==> src/rtl/adder_tree_operand_loader.sv <==
// Serial-to-parallel operand loader for the 8-leaf adder tree: packs a valid/ready
// operand stream into eight registered leaf lanes with a sequential golden sum.
module adder_tree_operand_loader #(
   parameter int ADDER_WIDTH = 7
) (
   input  logic                   clk,
   input  logic                   reset_n,
   input  logic [ADDER_WIDTH-1:0] in_data,
   input  logic                   in_valid,
   input  logic                   in_last,
   output logic                   in_ready,
   output logic [ADDER_WIDTH-1:0] isum0_0_0_0,
   output logic [ADDER_WIDTH-1:0] isum0_0_0_1,
   output logic [ADDER_WIDTH-1:0] isum0_0_1_0,
   output logic [ADDER_WIDTH-1:0] isum0_0_1_1,
   output logic [ADDER_WIDTH-1:0] isum0_1_0_0,
   output logic [ADDER_WIDTH-1:0] isum0_1_0_1,
   output logic [ADDER_WIDTH-1:0] isum0_1_1_0,
   output logic [ADDER_WIDTH-1:0] isum0_1_1_1,
   output logic                   out_valid,
   input  logic                   out_ready,
   output logic [3:0]             out_count,
   output logic [ADDER_WIDTH+2:0] ref_sum
);

   typedef enum logic {
      FILL = 1'b0,
      FULL = 1'b1
   } state_t;

   state_t                 r_state;
   logic [2:0]             r_idx;
   logic [ADDER_WIDTH-1:0] r_lane [8];
   logic [ADDER_WIDTH+2:0] r_sum;
   logic [3:0]             r_count;
   logic                   r_outValid;

   logic w_accept;
   logic w_close;
   logic w_release;

   assign in_ready  = (r_state == FILL);
   assign w_accept  = in_valid & in_ready;
   assign w_close   = (r_idx == 3'd7) | in_last;
   assign w_release = r_outValid & out_ready;

   // Lanes are cleared on release so an early-closed group leaves zeros in unused leaves.
   always_ff @(posedge clk or negedge reset_n) begin
      if (!reset_n) begin
         r_state    <= FILL;
         r_idx      <= 3'd0;
         r_sum      <= '0;
         r_count    <= 4'd0;
         r_outValid <= 1'b0;
         for (int i = 0; i < 8; i++) begin
            r_lane[i] <= '0;
         end
      end else begin
         case (r_state)
            FILL: begin
               if (w_accept) begin
                  r_lane[r_idx] <= in_data;
                  r_sum         <= r_sum + {3'b000, in_data};
                  r_count       <= {1'b0, r_idx} + 4'd1;
                  if (w_close) begin
                     r_state    <= FULL;
                     r_outValid <= 1'b1;
                     r_idx      <= 3'd0;
                  end else begin
                     r_idx <= r_idx + 3'd1;
                  end
               end
            end
            FULL: begin
               if (w_release) begin
                  r_state    <= FILL;
                  r_outValid <= 1'b0;
                  r_sum      <= '0;
                  r_count    <= 4'd0;
                  for (int i = 0; i < 8; i++) begin
                     r_lane[i] <= '0;
                  end
               end
            end
         endcase
      end
   end

   assign isum0_0_0_0 = r_lane[0];
   assign isum0_0_0_1 = r_lane[1];
   assign isum0_0_1_0 = r_lane[2];
   assign isum0_0_1_1 = r_lane[3];
   assign isum0_1_0_0 = r_lane[4];
   assign isum0_1_0_1 = r_lane[5];
   assign isum0_1_1_0 = r_lane[6];
   assign isum0_1_1_1 = r_lane[7];
   assign out_valid   = r_outValid;
   assign out_count   = r_count;
   assign ref_sum     = r_sum;

endmodule

==> config.mk <==
export PLATFORM = sky130hd
export DESIGN_NAME = adder_tree_operand_loader
export DESIGN_NICKNAME = d
export VERILOG_FILES = /design/src/rtl/adder_tree_operand_loader.sv
export SDC_FILE = /design/constraint.sdc
export NUM_CORES = 1
export LEC_CHECK = 0
export CAP_MARGIN = 20
export CORE_ASPECT_RATIO = 0.6
export CORE_MARGIN = 8
export CORE_UTILIZATION = 51
export CTS_CLUSTER_DIAMETER = 100
export DETAILED_ROUTE_END_ITERATION = 6
export PLACE_DENSITY = 0.78
export SLEW_MARGIN = 10
export SYNTH_ARGS = -nofsm -noshare
export SYNTH_HDL_FRONTEND = slang
export SYNTH_SLANG_ARGS = --single-unit
==> constraint.sdc <==
create_clock -name clk -period 3.4 [get_ports clk]
set_clock_uncertainty 0.05 [all_clocks]
set_input_delay 0.68 -clock clk [delete_from_list [all_inputs] [get_ports clk]]
set_output_delay 0.68 -clock clk [all_outputs]
set_load 0.05 [all_outputs]
==> reports/metrics.yaml, run 1 <==
global_route:
  overflow: 0
  grt_pass1_vias: 3216
  grt_usage_pct: 20.7
  antenna_found_initial: 0
  grt_pass1_wl_mm: 16.8
  grt_max_degree: 76
worst_setup_path:
  endpoint_kind: "register"
  critPathMaxFanout: 4
  cp.arrival_ns: 2.67
  path_class: "input pin to register"
  startpoint_type: "input pin"
  critPathRequiredTime_ns: 3.57
final_layout:
  final_common_cell: "nand2_1"
  syn2layout_area_growth_pct: 31.1
  finalNetCount: 516
  antenna_cells: 0
  multi_input_area_um2: 1610
  final_cell_mix: "nand2_1, clkdlybuf4s50_1, dfrtp_1, o21ai_0"
  utilization_pct: 67.7
  seqCellArea_um2: 1880
  final_area_um2: 4840
  fillers: 596
  drive_gt1_share_pct: 5.22
logic_synthesis:
  synth_area_per_cell_um2: 8.66
  netlist.area_leader.share_pct: 50.9
  synth_area_um2: 3690
  synth.distinct_cells: 38
  ys_ff_latch: 75
  yosys-top-cells-area: "dfrtp_1, nand2_1, o21ai_0"
  synth_cells: 426
  synthesis.nets: 448
  postSynth.asyncResetShare_pct: 100
  synth-seq-area-share_pct: 50.9
  synth_ff_type: "dfrtp_1"
  synth_edf_count: 0
  yosys_warnings: 0
  synth_top_cell_by_area: "dfrtp_1"
sta:
  max-slew-margin-rel_pct: 38.1
  finalSetupViolCount: 0
  slew_viol_final: 0
  period_minus_slack_ns: 2.50
  fin_ws_ns: 0.900
  worst_pin_slew_ns: 0.928
  clock.fmax_mhz: 400
  finalSetupTns_ns: 0
  final_hold_viol_count: 0
  period_share_pct: 73.5
  rsz0062_at_grt: "false"
clock_tree:
  cts_made_buffers: 9
  cts.path.max_buffers: 2
  cts_tree: "yes"
  cts_htree_levels: 3
  hold_buffers: 0
  clockRootBuffer: "clkbuf_16"
  cts_setup_buffers: 0
  clk_latency_ns: 0.33
  cts_resized: 0
  cts_sinks: 75
  clk_pin_slew_ns: 0.06
detailed_routing:
  final_antenna_net_count: 0
  drtIter0Drc: 401
  drt-wirelength-per-cell_um: 17.5
  vias: 3337
  drc: 0
  vias_per_cell: 5.67
  drtPass1Iterations: 5
  drt-total-wl_mm: 10.3
place:
  portBuffers: 83
  hpwl_mm: 7.11
  place_ws_ns: 0.572
  gp_congestion: 0.946
  placedInstanceArea_um2: 4490
die:
  die_h_um: 81.9
  die_w_um: 126
  fp-row-count: 24
  ios: 84
  design.core.area_um2: 7150
  dieArea_um2: 10300
  initial_core_util_pct: 51.6
flow_run:
  maxCapViolations: 0
min_path:
  hold_class: "input pin to async pin"
run_status:
  outcome: "completed"
-- cells by family (layout without fill, tap and decap cells) --
kind of cell / Yosys count / after routing / synth area share, %
multiplexers: 4 / 4 / 1.12
buffers and inverters: 37 / 109 / 5.50
AO/OA/AOI/OAI: 132 / 132 / 19.1
AND/OR/NAND/NOR: 167 / 167 / 19.6
XOR/XNOR: 1 / 1 / 0.237
flip-flops: 75 / 75 / 50.9
adder cells (fa/ha/maj): 10 / 10 / 3.60
-- per-stage QoR --
step / std cells / hold WS [ns]
detailed placement: 574 / 0.426
finish: 589 / 0.430
global route: 589 / 0.454
global placement: 574 / 0.419
CTS: 589 / 0.435
floorplan: 426 / 0.334
-- layout make-up --
type                       count  share of cell area, %
sequential                    75                   38.8
clock buffer                  11                   5.23
timing repair buffer          87                   17.7
multi-input combinational    314                   33.3
clock inverter                 4                   2.02
tap                           91                   2.35
inverter                       7                  0.543
-- worst max-delay path, cell delays in order --
cell and delay, ns:
clkdlybuf4s50_1 0.52, ha_1 0.18, inv_1 0.06, fa_1 0.38, nand2b_1 0.20, a21oi_1 0.33
o211ai_1 0.17, mux2i_1 0.14
-- layer usage --
layer,track usage (%),vias to the layer above,part of all wire (%)
met5,0,-,0
met4,6.67,0,1.3
met3,7.84,17,9.3
met2,30.1,154,43
met1,28.0,1585,47
li1,-,1581,-
-- final timing paths --
path                                        startpoint                          to  slack, ns  depth (start not counted)
worst max register to register  ref_sum[0]$_DFFE_PN0P_      ref_sum[8]$_DFFE_PN0P_       1.39                          7
min in group clk                ref_sum[9]$_DFFE_PN0P_      ref_sum[9]$_DFFE_PN0P_       0.43                          1
worst min-delay path                           reset_n  isum0_1_1_1[4]$_DFFE_PN0P_       0.43                          1
max in group asynchronous                      reset_n      ref_sum[3]$_DFFE_PN0P_       2.27                          1
worst max-delay path                        in_data[0]      ref_sum[8]$_DFFE_PN0P_       0.90                          8
worst min register to register  ref_sum[9]$_DFFE_PN0P_      ref_sum[9]$_DFFE_PN0P_       0.43                          1
-- Yosys cell counts (all sizes together), types with 2 or more instances --
cell type / instances
nand2: 84
dfrtp: 75
o21ai: 66
a21oi: 54
nor2: 54
buf: 19
clkbuf: 11
nand3: 10
ha: 9
inv: 7
a22o: 3
mux2i: 3
nand2b: 3
nand3b: 3
or3b: 3
a32o: 2
nor3b: 2
o211ai: 2
or3: 2
-- flip-flops by register name (all words and copies together) (netlist names) --
name	count
isum0_1_1_0	7
isum0_1_1_1	7
isum0_0_1_1	7
out_valid	1
isum0_0_1_0	7
ref_sum	10
isum0_1_0_0	7
r_state	1
r_idx	3
isum0_0_0_0	7
isum0_0_0_1	7
isum0_1_0_1	7
out_count	4
Power of run 1 is not shown: default switching activity piles up to over one toggle a cycle in this logic, so the estimate is an artifact.
==> inputs of run 2 (changes only) <==
--- a/config.mk
+++ b/config.mk
@@ -8,10 +8,10 @@
 export CAP_MARGIN = 20
 export CORE_ASPECT_RATIO = 0.6
 export CORE_MARGIN = 8
-export CORE_UTILIZATION = 51
+export CORE_UTILIZATION = 45
 export CTS_CLUSTER_DIAMETER = 100
 export DETAILED_ROUTE_END_ITERATION = 6
-export PLACE_DENSITY = 0.78
+export PLACE_DENSITY = 0.73
 export SLEW_MARGIN = 10
 export SYNTH_ARGS = -nofsm -noshare
 export SYNTH_HDL_FRONTEND = slang
==> constraint.sdc (replaced) <==
create_clock -name clk -period 2.2 [get_ports clk]
set_clock_uncertainty 0.05 [all_clocks]
set_input_delay 0.44 -clock clk [delete_from_list [all_inputs] [get_ports clk]]
set_output_delay 0.44 -clock clk [all_outputs]
set_load 0.05 [all_outputs]
==> run 2 against run 1 <==
  * Via count rose by 1.6%
  * Critical path depth did not move
  * Sequential share of layout area fell by 0.80 points
  * Register-to-register slack got worse by 1.1 ns
  * Largest cell class unchanged
  * First-iteration DRC count fell by 13%
  * Die area rose by 11%
  * Clock-buffer cell count rose by 3
  * Design area rose by 2.1%
  * Non-clock buffer count rose by 13
==> reports/metrics.yaml, run 2 (synthesis gave the netlist of run 1 again) <==
worst_setup_path:
  critPathRequiredTime_ns: 2.36  # -1.21 ns
  crit_start: "in_data[0]"
  path_class: "input pin to register"
  startpoint_type: "input pin"
  critPathMaxFanout: 4  # unchanged
  r2r-end: "ref_sum[8]$_DFFE_PN0P_"
  cp.arrival_ns: 2.34  # -0.33 ns
  r2r_setup_slack_ns: 0.26  # -1.13 ns
  worstSetupEndpoint: "ref_sum[8]$_DFFE_PN0P_"
  endpoint_kind: "register"
  r2r_start: "ref_sum[0]$_DFFE_PN0P_"
  rr_worst_depth: 7  # unchanged
global_route:
  grt_usage_pct: 19.6  # -1.1 points
  grt_pass1_wl_mm: 17.7  # +5.2%
  grt_max_degree: 52  # -32%
  antenna_found_initial: 0  # unchanged
  overflow: 0  # unchanged
  grt_pass1_vias: 3263  # +1.5%
detailed_routing:
  drt-total-wl_mm: 10.9  # +6.2%
  drc: 0  # unchanged
  drtPass1Iterations: 5  # unchanged
  final_antenna_net_count: 0  # unchanged
  drtIter0Drc: 347  # -13%
  vias: 3391  # +1.6%
  vias_per_cell: 5.48  # -3.3%
  drt-wirelength-per-cell_um: 17.7  # +1.0%
min_path:
  hold_class: "input pin to async pin"
clock_tree:
  hold_buffers: 0  # unchanged
  cts_tree: "yes"
  cts_htree_levels: 3  # unchanged
  cts_resized: 0  # unchanged
  cts_sinks: 75  # unchanged
  clk_pin_slew_ns: 0.05  # about the same
  clockRootBuffer: "clkbuf_16"
  cts.path.max_buffers: 2  # unchanged
  clk_latency_ns: 0.34  # about the same
  cts_made_buffers: 9  # unchanged
  cts_setup_buffers: 0  # unchanged
die:
  design.core.area_um2: 7910  # +11%
  die_w_um: 133  # +5.6%
  ios: 84  # unchanged
  die_h_um: 86.1  # +5.2%
  dieArea_um2: 11400  # +11%
  initial_core_util_pct: 46.6  # -5.0 points
  fp-row-count: 25  # +4.2%
sta:
  period_share_pct: 98.9
  clock.fmax_mhz: 460
  final_hold_viol_count: 0  # unchanged
  period_minus_slack_ns: 2.17
  slew_viol_final: 0  # unchanged
  worst_pin_slew_ns: 0.557  # -0.371 ns
  finalSetupViolCount: 0  # unchanged
  max-slew-margin-rel_pct: 62.7  # +25 points
final_layout:
  final_area_um2: 4940  # +2.1%
  final_common_cell: "nand2_1"
  drive_gt1_share_pct: 8.22  # +3.0 points
  utilization_pct: 62.4  # -5.3 points
  largest_reg_flops: 10  # unchanged
  final_cell_mix: "nand2_1, clkdlybuf4s50_1, dfrtp_1, o21ai_0, nor2_1"
  final_cells: 619  # +5.1%
  finalNetCount: 529  # +2.5%
  antenna_cells: 0  # unchanged
  syn2layout_area_growth_pct: 33.9
place:
  gp_congestion: 0.863  # -8.8%
  post-place-cells: 604  # +5.2%
  hpwl_mm: 7.53  # +5.9%
  placedInstanceArea_um2: 4610  # +2.8%
  portBuffers: 83  # unchanged
flow_run:
  maxCapViolations: 0  # unchanged
run_status:
  outcome: "completed"
## run 2: cell types whose count changed in the layout (fill, tap and decap cells not counted)
cell and change:
a21oi_1 -1, a21oi_2 +1, buf_12 +1, buf_4 +14, bufinv_16 -2, clkbuf_1 +1, clkbuf_8 +2, clkdlybuf4s50_1 -2
clkinvlp_4 -1, nand2b_1 -1, nand2b_4 +1
## run 2: worst min-delay path by stage
stage | slack (ns) | startpoint | cells after the start | to
after global routing | 0.06 | reset_n | 1 | ref_sum[1]$_DFFE_PN0P_
final | 0.03 | reset_n | 1 | ref_sum[1]$_DFFE_PN0P_
after detailed placement | 0.41 | reset_n | 1 | ref_sum[1]$_DFFE_PN0P_
after floorplan | 0.09 | reset_n | 0 | isum0_0_0_0[0]$_DFFE_PN0P_
after CTS | 0.04 | reset_n | 1 | ref_sum[1]$_DFFE_PN0P_
after global placement | 0.39 | reset_n | 1 | ref_sum[1]$_DFFE_PN0P_
## run 2: final cells by class
cell class                      instances  area, um^2
Clock buffer                           14         284
Clock inverter                          1        30.0
Fill cell                             669        2980
Inverter                                7        26.3
Multi-Input combinational cell        314        1620
Sequential cell                        75        1880
Tap cell                              108         135
Timing Repair Buffer                  100         963
## run 2: metal layers
layer / routed length, um / vias to the layer above / global-route usage, % / share of wire (%)
li1: - / 1613 / - / -
met3: 958 / 12 / 7.41 / 8.8
met4: 99 / 0 / 4.10 / 0.91
met2: 4730 / 131 / 28.3 / 43
met1: 5150 / 1635 / 27.1 / 47
met5: 0 / - / 0 / 0
## run 2: through the flow
stage                     worst slack, ns  hold WS (ns)  setup TNS [ns]
after CTS                          0.0312        0.0417               0
after floorplan                    0.0640        0.0944               0
final                              0.0252        0.0305               0
after global routing              -0.0432        0.0642         -0.0432
after detailed placement           -0.321         0.406          -0.849
after global placement             -0.232         0.391          -0.573
## run 2: critical path, cell delays in order
cell,delay (ns)
clkdlybuf4s50_1,0.49
ha_1,0.20
inv_1,0.07
fa_1,0.41
nand2b_4,0.19
a21oi_2,0.24
o211ai_1,0.15
mux2i_1,0.14
Power of run 2 is left out for the same reason.
